File: config.mk
export PLATFORM = sky130hd
export DESIGN_NAME = cache_port_arbiter
export DESIGN_NICKNAME = d
export VERILOG_FILES = /design/src/rtl/cache_port_arbiter.sv
export SDC_FILE = /design/constraint.sdc
export NUM_CORES = 1
export LEC_CHECK = 0
export ABC_AREA = 1
export BUFFER_PORTS_ARGS = -buffer_cell sky130_fd_sc_hd__buf_2
export CAP_MARGIN = 20
export CORE_AREA = 4 4 138 140
export CTS_CLUSTER_DIAMETER = 40
export DETAILED_ROUTE_END_ITERATION = 8
export DIE_AREA = 0 0 142 144
export GPL_TIMING_DRIVEN = 0
export PLACE_DENSITY = 0.6
export SLEW_MARGIN = 10
export SYNTH_ARGS = -nofsm -noshare
export SYNTH_HDL_FRONTEND = slang
export SYNTH_SLANG_ARGS = --single-unit
File: constraint.sdc
create_clock -name cpu_clk -period 2.9 [get_ports cpu_clk]
set_input_delay 0.29 -clock cpu_clk [delete_from_list [all_inputs] [get_ports cpu_clk]]
set_output_delay 0.29 -clock cpu_clk [all_outputs]
set_load 0.02 [all_outputs]
File: src/rtl/cache_port_arbiter.sv
// Round-robin arbiter sharing the cache controller's single CPU-side port.
// Latches the winner's request, holds it until the cache completes, then acks it.
module cache_port_arbiter #(
  parameter int NREQ     = 3,
  parameter int TMO_BITS = 16
) (
  input  logic                cpu_clk,
  input  logic                rst,
  input  logic [NREQ-1:0]     q_rd,
  input  logic [NREQ-1:0]     q_wr,
  input  logic [NREQ-1:0]     q_lock,
  input  logic [NREQ*32-1:0]  q_addr,
  input  logic [NREQ*32-1:0]  q_din,
  input  logic [NREQ*4-1:0]   q_ctrl,
  output logic [NREQ-1:0]     q_ack,
  output logic [31:0]         q_dout,
  output logic [31:0]         m_addr,
  output logic [31:0]         m_din,
  output logic [3:0]          m_ctrl,
  output logic                m_rd,
  output logic                m_wr,
  input  logic [31:0]         m_dout,
  input  logic                m_bsy,
  output logic [1:0]          gnt,
  output logic                err_tmo
);

  // state | meaning
  // IDLE  | no owner; arbitrate among pending requesters
  // ACT   | request presented to the cache, waiting for m_bsy low
  // GAP   | one idle cycle on the cache port; locked owner may re-enter ACT
  typedef enum logic [1:0] {IDLE, ACT, GAP} state_t;

  localparam logic [TMO_BITS-1:0] TMO_LAST = {{(TMO_BITS-1){1'b1}}, 1'b0};

  state_t               state, state_nxt;
  logic                 lock;
  logic [TMO_BITS-1:0]  tmo_cnt;
  logic [NREQ-1:0]      pend;
  logic [1:0]           win, cand, load_idx;
  logic                 win_vld, load, cmpl;

  assign pend = q_rd | q_wr;
  assign cmpl = (state == ACT) && !m_bsy && (m_rd || m_wr);

  // Round-robin scan starting just after the last owner.
  always_comb begin
    win     = gnt;
    win_vld = 1'b0;
    cand    = gnt;
    for (int k = 1; k <= NREQ; k++) begin
      cand = 2'((int'(gnt) + k) % NREQ);
      if (!win_vld && pend[cand]) begin
        win     = cand;
        win_vld = 1'b1;
      end
    end
  end

  always_comb begin
    state_nxt = state;
    load      = 1'b0;
    load_idx  = win;
    case (state)
      IDLE: begin
        if (win_vld) begin
          load      = 1'b1;
          state_nxt = ACT;
        end
      end
      ACT: begin
        if (cmpl) state_nxt = GAP;
      end
      GAP: begin
        if (lock && pend[gnt]) begin
          load      = 1'b1;
          load_idx  = gnt;
          state_nxt = ACT;
        end else begin
          state_nxt = IDLE;
        end
      end
      default: state_nxt = IDLE;
    endcase
  end

  always_comb begin
    q_ack = '0;
    if (cmpl) q_ack[gnt] = 1'b1;
  end

  assign q_dout = (cmpl && m_rd) ? m_dout : 32'h0;

  always_ff @(posedge cpu_clk) begin
    if (rst) begin
      state   <= IDLE;
      gnt     <= 2'(NREQ-1);
      m_addr  <= '0;
      m_din   <= '0;
      m_ctrl  <= '0;
      m_rd    <= 1'b0;
      m_wr    <= 1'b0;
      lock    <= 1'b0;
      tmo_cnt <= '0;
      err_tmo <= 1'b0;
    end else begin
      state <= state_nxt;
      if (load) begin
        gnt     <= load_idx;
        m_addr  <= q_addr[32*load_idx +: 32];
        m_din   <= q_din[32*load_idx +: 32];
        m_ctrl  <= q_ctrl[4*load_idx +: 4];
        // Write wins when a requester raises both strobes.
        m_wr    <= q_wr[load_idx];
        m_rd    <= q_rd[load_idx] & ~q_wr[load_idx];
        tmo_cnt <= '0;
      end else if (cmpl) begin
        m_rd <= 1'b0;
        m_wr <= 1'b0;
        lock <= q_lock[gnt];
      end else if (state == ACT && m_bsy) begin
        if (tmo_cnt != '1) tmo_cnt <= tmo_cnt + 1'b1;
        if (tmo_cnt == TMO_LAST) err_tmo <= 1'b1;
      end
    end
  end

endmodule

==> impl_metrics.ini <==
[critical_path]
cp_cell_sequence = inv_2, ha_2, inv_2, nand2_1, nand2_1, nand2_2, nand2_2, nand3_2, nand3_1, nand3_2, nand2_2, buf_4, buf_4, nand3_1, nand2_1, nand2_1
worstRegToRegCells = 16
critical_path_required_ns = 3.14
cp.arrival_ns = 2.88
critical_path.most_common_cell = nand2_1
worstSetupStartpoint = gnt[0]$_SDFFE_PP0P_
rrSetupSlack_ns = 0.26
critPathLaunchType = flip-flop
worst_path_max_delay_cell = dfxtp_4
path_max_fanout = 10
worstSetupEndpoint = m_addr[11]$_SDFFE_PP0P_
cp-end-kind = flip-flop
regToRegEndpoint = m_addr[11]$_SDFFE_PP0P_
crit_type = flip-flop to flip-flop
critical-path-max-stage-delay_ns = 0.38
worstReg2RegStart = gnt[0]$_SDFFE_PP0P_

[sta]
max_freq_mhz = 379
rsz0062_at_grt = no
slew_headroom_pct = 56.6
fin_worst_skew_ns = 0.00788
setup_ws_ns = 0.262
final.period_utilization_pct = 91.0
finalSetupViolCount = 0
slew_viol_final = 0
setup_tns_ns = 0
final_hold_viol_count = 0
min_period_ns = 2.64
worst_slew_pin_slew_ns = 0.647

[floorplanning]
die_h_um = 144
die_w_um = 142
coreArea_um2 = 17800
row_count = 49
start_util_pct = 32.2
dieArea_um2 = 20400
pin_count = 356

[layout]
layout_commonest_cell = buf_2
final_cell_mix = buf_2, nand2_1, nand3_1
syn_to_final_growth_pct = 42.0
finish.instance_area_um2 = 8170
drive_gt1_share_pct = 36.0
layout.nets = 1553

[yosys]
syn-num-nets = 1188
synthCells = 933
synthSimpleGateAreaFrac_pct = 40.4
yosys.cell_types.count = 36
synth_top_family_by_area = simple AND/OR/NAND/NOR gates
synthMuxAreaShare_pct = 0
synth_seq_area_share_pct = 32.0
avgSynthCellArea_um2 = 6.17
synth-xor-area-share_pct = 0.913
synth-compound-area-share_pct = 14.5
synth_area_um2 = 5750
ys_seq_elements = 92
ys_warn_count = 0
synth_fa_ha_area_share_pct = 1.52

[detailed_routing]
dr_wl_met3_um = 1890
vias = 7154
drtAntennaViolNets = 0
vias_per_cell = 4.66
drc = 0
wl_um = 23700
drt-pass1-iter-count = 4
drtIter0Drc = 268
m1WireLength_um = 9840
top_layer = met4
wl_per_cell_um = 15.4
dr_wl_met2_um = 11500

[global_route]
grt_pass1_wl_um = 34500
grt_pass1_vias = 6582
antenna_found_initial = 1
grt_max_degree = 16
gr-total-overflow = 0
grt_usage_pct = 21.6

[power_and_ir_drop]
p_leak_nw = 4.56
p_per_area_nw_per_um2 = 1110
total_power_mw = 9.06
peakVddDrop_v = 0.000469

[cts]
clkLatencyLatePin_ns = 0.35
cts_hold_buf = 0
clock_sinks = 92
cts_buffer_depth = 2
cts_root_buffer = clkbuf_16
cts_buffers = 9
clkTransAtPathRegs_ns = 0.06
cts_tree = built
cts_max_level = 3

[placement]
place_ws_ns = -0.141
io_buffer_count = 354
placed_area_um2 = 7810
dp_hpwl_um = 19100
gp_congestion = 0.870

[outcome]
status = finished clean

[job]
cap_violations = 0

[hold_path]
hold_class = input pin to flip-flop
hp-start = q_addr[81]
-- critical path: cells and delay by family, from the launching register on --
family | cells | cell delay (ns)
simple gates | 11 | 1.06
buf+inv | 4 | 0.72
flops | 1 | 0.38
fa+ha+maj | 1 | 0.34
-- registers in the layout, summed over array words and instances, names as in the netlist, 2 cells and up --
signal	cells
m_addr	32
m_ctrl	4
m_din	32
tmo_cnt	16
state	2
gnt	2
-- power by group --
part           internal, mW  total [mW]  leakage, nW  switching, mW
Clock                 0.718        1.25        0.152          0.536
Combinational          1.97        5.98         3.65           4.01
Sequential             1.63        1.82        0.757          0.196
Total                  4.32        9.06         4.56           4.74
-- cells in the mapped netlist, drive strengths merged --
cell type / instances / share of area [%]
nand2: 332 / 22
nand3: 109 / 9.8
dfxtp: 92 / 32
inv: 81 / 5.3
nor2: 73 / 5.2
a21oi: 68 / 5.9
o21ai: 58 / 5.1
buf: 32 / 3.7
clkbuf: 25 / 1.6
or2: 17 / 1.8
o211ai: 15 / 2.8
ha: 7 / 1.5
nand4: 6 / 0.76
xor2: 4 / 0.61
nor3: 3 / 0.26
xnor2: 2 / 0.30
a211oi: 1 / 0.13
a221oi: 1 / 0.15
a31oi: 1 / 0.11
a41oi: 1 / 0.15
and3: 1 / 0.11
nand3b: 1 / 0.13
nor3b: 1 / 0.13
nor4: 1 / 0.11
o21a: 1 / 0.13
-- repair_timing --
item	CTS	global route
pin swaps	0	0
setup buffers	0	0
endpoints found under the setup margin	59	80
gates resized for setup	7	15
-- layout make-up --
cell class / instances / area [um^2]
Buffer: 57 / 330
Tap cell: 229 / 287
Inverter: 81 / 304
Sequential cell: 92 / 1850
Antenna cell: 2 / 5.00
Multi-Input combinational cell: 703 / 3310
Timing Repair Buffer: 354 / 1770
Clock buffer: 11 / 253
Clock inverter: 5 / 60.1
Fill cell: 1973 / 9670
-- per-layer routing --
layer	vias to the layer above	track usage (%)
met3	24	5.13
li1	3721	-
met2	261	37.2
met1	3148	26.6
met5	-	0
met4	0	7.32
-- worst min-delay path by stage --
stage / slack [ns] / end / depth (start not counted)
2_1_floorplan: 0.44 / tmo_cnt[14]$_SDFFE_PP0P_ / 2
3_5_place_dp: 0.43 / m_addr[2]$_SDFFE_PP0P_ / 2
3_3_place_gp: 0.43 / m_din[20]$_SDFFE_PP0P_ / 2
6_report: 0.19 / m_addr[17]$_SDFFE_PP0P_ / 3
4_1_cts: 0.18 / m_addr[20]$_SDFFE_PP0P_ / 3
5_1_grt: 0.19 / m_addr[20]$_SDFFE_PP0P_ / 3
-- per-stage QoR --
step,utilization (%),cells,hold slack [ns]
floorplan,-,933,0.438
global placement,43.8,1516,0.432
detailed placement,43.8,1516,0.434
CTS,45.6,1532,0.176
global route,45.8,1532,0.188
finish,45.8,1534,0.191
-- logic make-up (layout without fill, tap and decap cells) --
| kind of cell | after synthesis | count (layout) |
|---|---|---|
| buffers and inverters | 138 | 508 |
| and+or+nand+nor | 544 | 544 |
| other | 0 | 2 |
| AOI/OAI and AO/OA | 146 | 146 |
| DFF | 92 | 92 |
| adders and majority gates | 7 | 7 |
| xor gates and xnor gates | 6 | 6 |
(Power assumes the default switching activity.)
